$ cat src/rtl/pixel_pkg.sv
// Shared types and constants for the sprite pixel sink.
package pixel_pkg;

    localparam int unsigned SCREEN_W_DFLT = 160;
    localparam int unsigned SCREEN_H_DFLT = 120;

    localparam int unsigned X_W      = 8;
    localparam int unsigned Y_W      = 7;
    localparam int unsigned COLOUR_W = 12;
    localparam int unsigned ADDR_W   = 15;

    typedef struct packed {
        logic [ADDR_W-1:0]   addr;
        logic [COLOUR_W-1:0] colour;
    } pix_entry_t;

    typedef enum logic [1:0] {
        IDLE,
        DRAIN,
        FILL
    } fsm_state_t;

    // Row-major frame-buffer address: y * width + x.
    function automatic logic [ADDR_W-1:0] lin_addr(input logic [X_W-1:0] x,
                                                   input logic [Y_W-1:0] y,
                                                   input int unsigned    width);
        logic [31:0] a;
        a = 32'(y) * width + 32'(x);
        return a[ADDR_W-1:0];
    endfunction

endpackage

$ cat src/rtl/pixel_plot_sink_if.sv
// Sprite pixel stream: valid/ready handshake carrying (x, y, colour, opaque).
interface pixel_plot_sink_if;
    import pixel_pkg::*;

    logic                pix_valid;
    logic                pix_ready;
    logic [X_W-1:0]      pix_x;
    logic [Y_W-1:0]      pix_y;
    logic [COLOUR_W-1:0] pix_colour;
    logic                pix_opaque;

    modport master (
        output pix_valid, pix_x, pix_y, pix_colour, pix_opaque,
        input  pix_ready
    );

    modport slave (
        input  pix_valid, pix_x, pix_y, pix_colour, pix_opaque,
        output pix_ready
    );

endinterface

$ cat src/rtl/pixel_fifo.sv
// Small synchronous FIFO of frame-buffer writes; DEPTH must be a power of two.
module pixel_fifo
    import pixel_pkg::*;
#(
    parameter int unsigned DEPTH = 4
) (
    input  logic                   clk,
    input  logic                   reset,
    input  logic                   push,
    input  logic                   pop,
    input  pix_entry_t             wr_data,
    output pix_entry_t             rd_data,
    output logic                   full,
    output logic                   empty,
    output logic [$clog2(DEPTH):0] count
);

    localparam int unsigned PTR_W = $clog2(DEPTH);
    localparam logic [PTR_W:0] FULL_CNT = (PTR_W + 1)'(DEPTH);

    pix_entry_t       mem_q [DEPTH];
    logic [PTR_W-1:0] wr_ptr_q, rd_ptr_q;
    logic [PTR_W:0]   count_q;
    logic             do_push, do_pop;

    assign full    = (count_q == FULL_CNT);
    assign empty   = (count_q == '0);
    assign count   = count_q;
    assign rd_data = mem_q[rd_ptr_q];
    assign do_push = push && !full;
    assign do_pop  = pop && !empty;

    // Storage needs no reset: nothing is read until it has been written.
    always_ff @(posedge clk) begin
        if (do_push) mem_q[wr_ptr_q] <= wr_data;
    end

    // Pointers wrap naturally because DEPTH is a power of two.
    always_ff @(posedge clk or posedge reset) begin
        if (reset) begin
            wr_ptr_q <= '0;
            rd_ptr_q <= '0;
            count_q  <= '0;
        end else begin
            if (do_push) wr_ptr_q <= wr_ptr_q + 1'b1;
            if (do_pop)  rd_ptr_q <= rd_ptr_q + 1'b1;
            if (do_push && !do_pop)      count_q <= count_q + 1'b1;
            else if (!do_push && do_pop) count_q <= count_q - 1'b1;
        end
    end

endmodule

$ cat src/rtl/pixel_plot_sink.sv
// Sprite pixel sink: clips, linearises and buffers pixels, drains them to the
// frame-buffer write port and sequences a whole-screen fill.
// Optional build macro TRANSPARENT_KEY_EN drops non-opaque KEY_COLOUR pixels.
module pixel_plot_sink
    import pixel_pkg::*;
#(
    parameter int unsigned         SCREEN_W   = SCREEN_W_DFLT,
    parameter int unsigned         SCREEN_H   = SCREEN_H_DFLT,
    parameter int unsigned         DEPTH      = 4,
    parameter logic [COLOUR_W-1:0] KEY_COLOUR = 12'h000
) (
    input  logic                clk,
    input  logic                reset,
    pixel_plot_sink_if.slave    pix,
    input  logic                fill_req,
    input  logic [COLOUR_W-1:0] fill_colour,
    output logic                fill_done,
    input  logic                frame_start,
    input  logic                mem_busy,
    output logic                mem_we,
    output logic [ADDR_W-1:0]   mem_addr,
    output logic [COLOUR_W-1:0] mem_wdata,
    output logic [15:0]         pix_count,
    output logic [7:0]          clip_count,
    output logic                idle
);

    localparam int unsigned CNT_W = $clog2(DEPTH) + 1;
    localparam logic [ADDR_W-1:0] FILL_LAST = ADDR_W'(SCREEN_W * SCREEN_H - 1);

    fsm_state_t          state_q, state_d;
    logic [ADDR_W-1:0]   fill_addr_q, fill_addr_d;
    logic [COLOUR_W-1:0] fill_colour_q, fill_colour_d;
    logic                mem_we_q, mem_we_d;
    logic [ADDR_W-1:0]   mem_addr_q, mem_addr_d;
    logic [COLOUR_W-1:0] mem_wdata_q, mem_wdata_d;
    logic                fill_done_q, fill_done_d;
    logic [15:0]         pix_count_q, pix_count_d;
    logic [7:0]          clip_count_q, clip_count_d;

    logic             accept, on_screen, keyed, fifo_push, fifo_pop;
    logic             fifo_full, fifo_empty;
    logic [CNT_W-1:0] unused_fifo_count;
    pix_entry_t       push_entry, head_entry;

    assign pix.pix_ready = !reset && (state_q == IDLE) && !fifo_full;
    assign accept        = pix.pix_valid && pix.pix_ready;
    assign on_screen     = (32'(pix.pix_x) < SCREEN_W) && (32'(pix.pix_y) < SCREEN_H);

`ifdef TRANSPARENT_KEY_EN
    assign keyed = (pix.pix_colour == KEY_COLOUR) && !pix.pix_opaque;
`else
    logic unused_key;
    assign unused_key = ^{pix.pix_opaque, KEY_COLOUR};
    assign keyed      = 1'b0;
`endif

    assign fifo_push  = accept && on_screen && !keyed;
    assign push_entry = '{addr: lin_addr(pix.pix_x, pix.pix_y, SCREEN_W),
                          colour: pix.pix_colour};

    pixel_fifo #(
        .DEPTH (DEPTH)
    ) u_fifo (
        .clk     (clk),
        .reset   (reset),
        .push    (fifo_push),
        .pop     (fifo_pop),
        .wr_data (push_entry),
        .rd_data (head_entry),
        .full    (fifo_full),
        .empty   (fifo_empty),
        .count   (unused_fifo_count)
    );

    // Next state: FIFO drain or fill sequencing, plus the write-port registers.
    always_comb begin
        state_d       = state_q;
        fill_addr_d   = fill_addr_q;
        fill_colour_d = fill_colour_q;
        mem_we_d      = 1'b0;
        mem_addr_d    = mem_addr_q;
        mem_wdata_d   = mem_wdata_q;
        fill_done_d   = 1'b0;
        fifo_pop      = 1'b0;

        // FIFO is always empty in FILL, so draining only matters elsewhere.
        if (state_q != FILL && !fifo_empty && !mem_busy) begin
            fifo_pop    = 1'b1;
            mem_we_d    = 1'b1;
            mem_addr_d  = head_entry.addr;
            mem_wdata_d = head_entry.colour;
        end

        unique case (state_q)
            IDLE: begin
                if (fill_req) begin
                    state_d       = DRAIN;
                    fill_colour_d = fill_colour;
                end
            end
            DRAIN: begin
                if (fifo_empty) begin
                    state_d     = FILL;
                    fill_addr_d = '0;
                end
            end
            FILL: begin
                if (!mem_busy) begin
                    mem_we_d    = 1'b1;
                    mem_addr_d  = fill_addr_q;
                    mem_wdata_d = fill_colour_q;
                    if (fill_addr_q == FILL_LAST) begin
                        fill_done_d = 1'b1;
                        state_d     = IDLE;
                    end else begin
                        fill_addr_d = fill_addr_q + 1'b1;
                    end
                end
            end
            default: state_d = IDLE;
        endcase
    end

    // Saturating statistics; frame_start wins over hold but a same-edge write counts.
    always_comb begin
        pix_count_d  = pix_count_q;
        clip_count_d = clip_count_q;
        if (mem_we_d) begin
            if (frame_start)              pix_count_d = 16'd1;
            else if (pix_count_q != '1)   pix_count_d = pix_count_q + 1'b1;
        end else if (frame_start) begin
            pix_count_d = '0;
        end
        if (accept && !on_screen && clip_count_q != '1) clip_count_d = clip_count_q + 1'b1;
    end

    // State and output registers; reset aborts any drain or fill in progress.
    always_ff @(posedge clk or posedge reset) begin
        if (reset) begin
            state_q       <= IDLE;
            fill_addr_q   <= '0;
            fill_colour_q <= '0;
            mem_we_q      <= 1'b0;
            mem_addr_q    <= '0;
            mem_wdata_q   <= '0;
            fill_done_q   <= 1'b0;
            pix_count_q   <= '0;
            clip_count_q  <= '0;
        end else begin
            state_q       <= state_d;
            fill_addr_q   <= fill_addr_d;
            fill_colour_q <= fill_colour_d;
            mem_we_q      <= mem_we_d;
            mem_addr_q    <= mem_addr_d;
            mem_wdata_q   <= mem_wdata_d;
            fill_done_q   <= fill_done_d;
            pix_count_q   <= pix_count_d;
            clip_count_q  <= clip_count_d;
        end
    end

    assign mem_we     = mem_we_q;
    assign mem_addr   = mem_addr_q;
    assign mem_wdata  = mem_wdata_q;
    assign fill_done  = fill_done_q;
    assign pix_count  = pix_count_q;
    assign clip_count = clip_count_q;
    assign idle       = (state_q == IDLE) && fifo_empty && !mem_we_q;

endmodule

$ cat src/flat_wrapper.sv
// flat-port wrapper written by rule: the top's interface ports become plain ports
module pixel_plot_sink_flat import pixel_pkg::*;
#(
    parameter int unsigned         SCREEN_W   = SCREEN_W_DFLT,
    parameter int unsigned         SCREEN_H   = SCREEN_H_DFLT,
    parameter int unsigned         DEPTH      = 4,
    parameter logic [COLOUR_W-1:0] KEY_COLOUR = 12'h000
)
  (clk, reset, fill_req, fill_colour, fill_done, frame_start, mem_busy, mem_we, mem_addr, mem_wdata, pix_count, clip_count, idle, pix_pix_valid, pix_pix_x, pix_pix_y, pix_pix_colour, pix_pix_opaque, pix_pix_ready);
  pixel_plot_sink_if pix_i ();
  input  logic clk;
  input  logic reset;
  input  logic fill_req;
  input  logic [COLOUR_W-1:0] fill_colour;
  output logic fill_done;
  input  logic frame_start;
  input  logic mem_busy;
  output logic mem_we;
  output logic [ADDR_W-1:0] mem_addr;
  output logic [COLOUR_W-1:0] mem_wdata;
  output logic [15:0] pix_count;
  output logic [7:0] clip_count;
  output logic idle;
  input wire logic [$bits(pix_i.pix_valid)-1:0] pix_pix_valid;
  input wire logic [$bits(pix_i.pix_x)-1:0] pix_pix_x;
  input wire logic [$bits(pix_i.pix_y)-1:0] pix_pix_y;
  input wire logic [$bits(pix_i.pix_colour)-1:0] pix_pix_colour;
  input wire logic [$bits(pix_i.pix_opaque)-1:0] pix_pix_opaque;
  output wire logic [$bits(pix_i.pix_ready)-1:0] pix_pix_ready;
  assign pix_i.pix_valid = pix_pix_valid;
  assign pix_i.pix_x = pix_pix_x;
  assign pix_i.pix_y = pix_pix_y;
  assign pix_i.pix_colour = pix_pix_colour;
  assign pix_i.pix_opaque = pix_pix_opaque;
  assign pix_pix_ready = pix_i.pix_ready;
  pixel_plot_sink #(.SCREEN_W(SCREEN_W), .SCREEN_H(SCREEN_H), .DEPTH(DEPTH), .KEY_COLOUR(KEY_COLOUR)) u_core (.clk(clk), .reset(reset), .pix(pix_i), .fill_req(fill_req), .fill_colour(fill_colour), .fill_done(fill_done), .frame_start(frame_start), .mem_busy(mem_busy), .mem_we(mem_we), .mem_addr(mem_addr), .mem_wdata(mem_wdata), .pix_count(pix_count), .clip_count(clip_count), .idle(idle));
endmodule
$ cat config.mk
export PLATFORM = sky130hd
export DESIGN_NAME = pixel_plot_sink_flat
export DESIGN_NICKNAME = d
export VERILOG_FILES = /design/src/rtl/pixel_pkg.sv /design/src/rtl/pixel_plot_sink_if.sv /design/src/rtl/pixel_fifo.sv /design/src/rtl/pixel_plot_sink.sv /design/src/flat_wrapper.sv
export SDC_FILE = /design/constraint.sdc
export NUM_CORES = 1
export LEC_CHECK = 0
export BUFFER_PORTS_ARGS = -buffer_cell sky130_fd_sc_hd__buf_2
export CAP_MARGIN = 5
export CORE_AREA = 2 2 127 129
export DETAILED_ROUTE_END_ITERATION = 7
export DIE_AREA = 0 0 129 131
export PLACE_DENSITY = 0.81
export SLEW_MARGIN = 20
export SYNTH_ARGS = -nofsm -noshare
export SYNTH_HDL_FRONTEND = slang
export SYNTH_HIERARCHICAL = 1
export SYNTH_SLANG_ARGS = --single-unit
$ cat constraint.sdc
create_clock -name clk -period 3.1 [get_ports clk]
set_input_delay 0.155 -clock clk [delete_from_list [all_inputs] [get_ports clk]]
set_output_delay 0.155 -clock clk [all_outputs]
set_load 0.03 [all_outputs]
* Yosys cells after proc, flatten, opt, wreduce, memory -nomap -nowiden
Memory sizes are Yosys's and may differ from the RTL's.
Cells that the tools add are included.
** Operators by class
- $add $sub $neg :: 8
- Multiply operators :: 1
- Order comparisons :: 2
- Equality and inequality tests :: 12
- Mux-type cells :: 29
- Reductions and logical operators :: 33
** Operators by type and width (number)
- $mux 15 :: 6
- $mux 16 :: 4
- $mux 12 :: 3
- $pmux 15 s2 :: 1
- $add 16x1->16 const B :: 1
- $ne 16x16->1 const B :: 1
- $add 15x1->15 const B :: 1
- $add 15x8->15 :: 1
- $eq 15x15->1 const B :: 1
- $logic_and 1x1->1 :: 15
- $mul 7x3->10 const B :: 1
- $add 8x1->8 const B :: 1
- $logic_not 1->1 :: 8
- $lt 8x8->1 const B :: 1
- $mux 1 :: 8
- $mux 2 :: 4
- $ne 2x2->1 const B :: 4
- $ne 8x8->1 const B :: 1
- $reduce_and 4->1 :: 2
- $reduce_bool 2->1 :: 4
- $lt 7x7->1 const B :: 1
- $mux 3 :: 2
- $pmux 2 s3 :: 1
- $add 2x1->2 const B :: 2
- other kinds (9) :: 11
** Word-level totals
- Flip-flop bits (word level) :: 89
- Bits in writable memories :: 108
- Input bits :: 46
- Output and inout port bits :: 55
- Logic and storage cells :: 98
- Memories kept :: 1
** Memory list
- u_core.u_fifo.mem_q :: words 4, width 27, read ports 1, clocked after Yosys merged registers in 0, wr ports 1, line pixel_fifo.sv:21 : pix_entry_t mem_q [DEPTH];

* Depth between registers and ports, before layout
- Depth after elaboration :: 10
- Mapped depth :: 13

* Modules after synthesis
Netlist, hierarchy kept.
** Modules (own cells, without submodules)
- pixel_plot_sink :: times used 1, cells an instance 450, area an instance 4543.1 um^2, sequential area each 2052.0 um^2
- pixel_fifo :: times used 1, cells an instance 177, area an instance 4331.7 um^2, sequential area each 3418.3 um^2

* Least setup slack after synthesis
Ideal clock, no wire load.
- Path type :: in2reg
- Start :: input port pix_pix_y[1]
- End :: memory u_core/u_fifo/mem_q[0][26] in the netlist's numbering, data pin
- Setup time :: 0.256 ns
- Data arrival time :: 2.315 ns
- Data required time :: 2.844 ns
- Slack :: 0.530 ns
- Stages on the path :: 7
- Path through :: ha_1 > ha_1 > fa_1 > xor2_1 > o21ai_0 > or4_1 > o41ai_1
** RTL lines
- start: declaration :: line flat_wrapper.sv:26 : input wire logic [$bits(pix_i.pix_y)-1:0] pix_pix_y;
- end: declaration :: line pixel_fifo.sv:21

* Worst setup path after layout
- Start :: register u_core.state_q[1]
- End :: register u_core.u_fifo.count_q[2], in the netlist u_core/u_fifo/count[2]
** On the way
- Longest elaborated chain between the ends :: 9
- Elaborated cells on any way between the ends :: 17
- Those cells by class :: eq/ne: 1; mux: 2; reduce/logical: 14
** RTL lines
- start: declaration :: line pixel_plot_sink.sv:31 : fsm_state_t state_q, state_d;
- start signal: assignment :: line pixel_plot_sink.sv:151 : state_q <= state_d;
- $logic_not 2->1 (*) :: line pixel_plot_sink.sv:46 : assign pix.pix_ready = !reset && (state_q == IDLE) && !fifo_full;
- $logic_and 1x1->1 (*) (2 in a row) :: line pixel_plot_sink.sv:46
- $logic_and 1x1->1 (*) :: line pixel_plot_sink.sv:47 : assign accept = pix.pix_valid && pix.pix_ready;
- $logic_and 1x1->1 (*) :: line pixel_plot_sink.sv:58 : assign fifo_push = accept && on_screen && !keyed;
- via u_core.fifo_push :: line pixel_plot_sink.sv:41 : logic accept, on_screen, keyed, fifo_push, fifo_pop;
- $logic_and 1x1->1 (*) :: line pixel_fifo.sv:30 : assign do_push = push && !full;
- $logic_not 1->1 :: line pixel_fifo.sv:48 : else if (!do_push && do_pop) count_q <= count_q - 1'b1;
- $logic_and 1x1->1 :: line pixel_fifo.sv:48
- $reduce_bool 2->1 (no source line)
- end signal: assignment :: line pixel_fifo.sv:47 : if (do_push && !do_pop) count_q <= count_q + 1'b1;
- end signal: assignment :: line pixel_fifo.sv:48
- end: declaration :: line pixel_fifo.sv:23 : logic [PTR_W:0] count_q;
The timed path passes the listed nets; every way through them passes the cells marked *.
A chain may end at the register's enable or synchronous reset.

==> flow_summary.json <==
{
  "drive_gt1_frac": 0.270,
  "cts_tree": "done",
  "htreeDepth": 4,
  "die-area_um2": 16900,
  "fin_crit_ps": 2760,
  "setup_violations": 0,
  "drtIter0Drc": 434,
  "synth_area_leaders": "edfxtp_1 (37%), dfrtp_1 (25%), mux4_2 (6.6%)",
  "ys_warn_count": 6,
  "antenna_found_initial": 1,
  "hp-class": "primary input to flop",
  "grt_max_degree": 41,
  "fill_cells": 1012,
  "ctsResizeCount": 0,
  "final-max-slew-violation-count": 0,
  "setup-tns-final_ps": 0,
  "yosys.area.top_type": "edfxtp_1",
  "critical_path_class": "flop to flop",
  "drc_errors": 0,
  "syn-cell-area_um2": 8870,
  "holdWs_ps": 79.6,
  "crit_fanout": 9,
  "synth_flop_cell": "edfxtp_1",
  "use_met1": 0.305,
  "grt_setup_unrepaired": "no",
  "worst_pin_slew_ps": 1050,
  "crit_required_ps": 3450,
  "grt_pass1_vias": 5794,
  "io_pins": 101,
  "synth-edff-count": 108,
  "finalNetCount": 836,
  "min_path_cells": 3,
  "synth.distinct_cells": 69,
  "grt_util_all_layers": 0.238,
  "cts_max_path_buffers": 2,
  "use_met2": 0.400,
  "hold_viol": 0,
  "synthArstFlopShare": 0.452,
  "netlist_instances": 627,
  "floorplan.initialDensity": 0.569,
  "core_region_area_um2": 15600,
  "dr.pass1.iters": 7,
  "vias": 5970,
  "place.gp.congestion": 0.866,
  "dp.final_hpwl_um": 13000,
  "grt_pass1_wl_um": 30400,
  "vias_per_cell": 5.99,
  "ys_seq_elements": 197,
  "cellPowerDensity_nw_per_um2": 818,
  "finalWorstSetupSlack_ps": 337,
  "die_y_um": 131,
  "die_w_um": 129,
  "grt-busiest-layer": "met2",
  "cts.clk_slew.worst_paths_ps": 70,
  "fmax_mhz": 362,
  "synth_area_per_cell_um2": 14.2,
  "syn_nets": 697,
  "status": "completed",
  "rows": 46,
  "wl_um": 19600,
  "ir_drop_mv": 0.476,
  "clock_sinks": 197,
  "wl_per_cell_um": 19.6,
  "synth.top_cell.area_share": 0.365,
  "area_growth_pct": 19.7,
  "cap_violations": 0,
  "grt_use_met3": 0.0586,
  "finalClockSkew_ps": 6.74,
  "yosysSeqAreaShare": 0.616,
  "cp.arrival_ps": 3110,
  "grt-ovfl-total": 0,
  "place_ws_ps": 109,
  "clock-root-buffer": "clkbuf_16",
  "max-slew-margin-rel": 0.294,
  "endpoint_kind": "flop",
  "ant_nets": 0,
  "fin_crit_sh": 0.891,
  "critPathLaunchType": "flop",
  "leakage_uw": 0.00425,
  "worstSkewPairLatency_ps": 430,
  "numCtsBuffers": 17,
  "cts_setup_buffers": 0,
  "ff2ff_path_depth": 9,
  "port_buffers": 99
}
[synthesized netlist by cell type, types with 2 or more instances]
cell       number
edfxtp_1      108
dfrtp_1        89
nand2_1        54
o21ai_0        38
a22oi_1        27
mux4_2         26
ha_1           21
inv_1          19
mux2_2         18
a21oi_1        17
nor2_1         17
clkbuf_1       13
nand3_1        13
xor2_1         11
xnor2_1        10
nor3_1          9
or4_1           9
nor2b_1         8
buf_2           7
mux2i_1         7
o31ai_1         7
a311oi_1        6
and3_1          6
and4_1          6
nand4_1         6
nor4_1          6
and2_1          5
a211oi_1        4
fa_1            3
nand3b_1        3
nor3b_1         3
or3_1           3
a2111oi_4       2
a211o_1         2
a41oi_1         2
buf_1           2
buf_4           2
buf_6           2
nand2b_1        2
nor3b_2         2
o2111ai_1       2
o21a_1          2
o41ai_1         2
[critical path, cell delays in order (launching register included)]
cell and delay [ps]:
dfrtp_1 520, or4_4 610, nor3_1 210, nor2b_1 220
ha_1 220, inv_1 70, fa_1 390, xor2_1 160
nor2_1 120, xor2_1 160
[cell usage in the layout, fill, tap and decap left out, types with 4 or more instances in the layout]
| master | netlist | layout |
|---|---|---|
| edfxtp_1 | 108 | 108 |
| buf_2 | 7 | 99 |
| dfrtp_1 | 89 | 88 |
| nand2_1 | 54 | 54 |
| o21ai_0 | 38 | 38 |
| dlygate4sd3_1 | 0 | 30 |
| a22oi_1 | 27 | 27 |
| mux4_2 | 26 | 26 |
| ha_1 | 21 | 21 |
| inv_1 | 19 | 18 |
| mux2_2 | 18 | 18 |
| clkbuf_16 | 0 | 17 |
| nor2_1 | 17 | 17 |
| a21oi_1 | 17 | 17 |
| buf_4 | 2 | 15 |
| nand3_1 | 13 | 13 |
| xor2_1 | 11 | 11 |
| xnor2_1 | 10 | 10 |
| nor3_1 | 9 | 9 |
| or4_1 | 9 | 9 |
| nor2b_1 | 8 | 7 |
| o31ai_1 | 7 | 7 |
| mux2i_1 | 7 | 7 |
| and4_1 | 6 | 6 |
| and3_1 | 6 | 6 |
| nand4_1 | 6 | 6 |
| nor4_1 | 6 | 6 |
| a311oi_1 | 6 | 6 |
| and2_1 | 5 | 5 |
| bufinv_16 | 0 | 4 |
| a211oi_1 | 4 | 4 |
[layout make-up]
class,count,area [µm²],area share
flip-flops and latches,197,5470,0.515
multi-input cells,383,3190,0.301
repair buffers,147,968,0.0911
clock buffers,17,425,0.0400
well taps,216,270,0.0254
clock inverters,15,218,0.0205
inverters,20,76.3,0.00718
diodes,1,2.50,0.000235
[path summary, 6_finish.rpt]
kind                                                         end  slack [ps]                     startpoint
max in group asynchronous     u_core/fill_addr_q[11]$_DFFE_PP0P_        1910                          reset
hold / removal                     u_core/state_q[0]$_DFFE_PP0P_          80                       fill_req
min in group asynchronous  u_core/u_fifo/wr_ptr_q[0]$_DFFE_PP0P_         280                          reset
hold reg to reg                    u_core/mem_wdata[8]$_DFF_PP0_         480  u_core/mem_wdata[8]$_DFF_PP0_
setup / recovery              u_core/u_fifo/count[2]$_DFFE_PP0P_         340  u_core/state_q[1]$_DFFE_PP0P_
setup reg to reg              u_core/u_fifo/count[2]$_DFFE_PP0P_         340  u_core/state_q[1]$_DFFE_PP0P_
[flip-flops by register name (all words and copies together), names as in the netlist]
| name | count |
|---|---|
| u_core/u_fifo/mem_q | 108 |
| u_core/mem_addr | 15 |
| u_core/fill_colour_q | 12 |
| u_core/mem_wdata | 12 |
| u_core/state_q | 2 |
| u_core/fill_addr_q | 15 |
| u_core/clip_count | 8 |
| u_core/fill_done | 1 |
| u_core/pix_count | 16 |
| u_core/u_fifo/count | 3 |
| u_core/u_fifo/rd_ptr_q | 2 |
| u_core/u_fifo/wr_ptr_q | 2 |
| u_core/mem_we | 1 |
[where the power goes]
group,switching [µW],leakage [µW],internal [µW]
clock network,976,0.000310,1370
registers,456,0.00211,3240
logic,1560,0.00183,1090
[stage by stage]
stage	power [µW]	utilization	instances	cell area, µm²
after floorplan	5510	-	627	8870
after global placement	6170	0.620	933	9670
after detailed placement	6300	0.620	933	9670
after CTS	8690	0.681	995	10600
after global routing	9070	0.681	996	10600
final	8690	0.681	996	10600
[metal layers]
layer / up-vias / share of wire / routed length, µm
met5: - / 0 / 0
met4: 0 / 0.021 / 415
met3: 30 / 0.059 / 1160
met2: 237 / 0.51 / 10000
met1: 3010 / 0.41 / 7960
li1: 2693 / - / -
[what timing repair did]
item                                   in CTS  in global routing
endpoints found under the hold margin     125                  0
setup endpoints to repair                   0                  0
hold buffers                               30                  0
[cells by family (layout without fill, tap and decap cells)]
| logic type | count (synthesis) | after routing | share of synthesized area |
|---|---|---|---|
| DFF | 197 | 197 | 0.616 |
| other | 0 | 1 | 0 |
| adders and majority gates | 24 | 24 | 0.0364 |
| AOI/OAI and AO/OA | 123 | 123 | 0.0984 |
| buffers and inverters | 47 | 199 | 0.0252 |
| xor gates and xnor gates | 22 | 22 | 0.0233 |
| muxes | 54 | 54 | 0.103 |
| and+or+nand+nor | 160 | 160 | 0.0977 |
No activity file was read; power rests on OpenSTA's default activity.
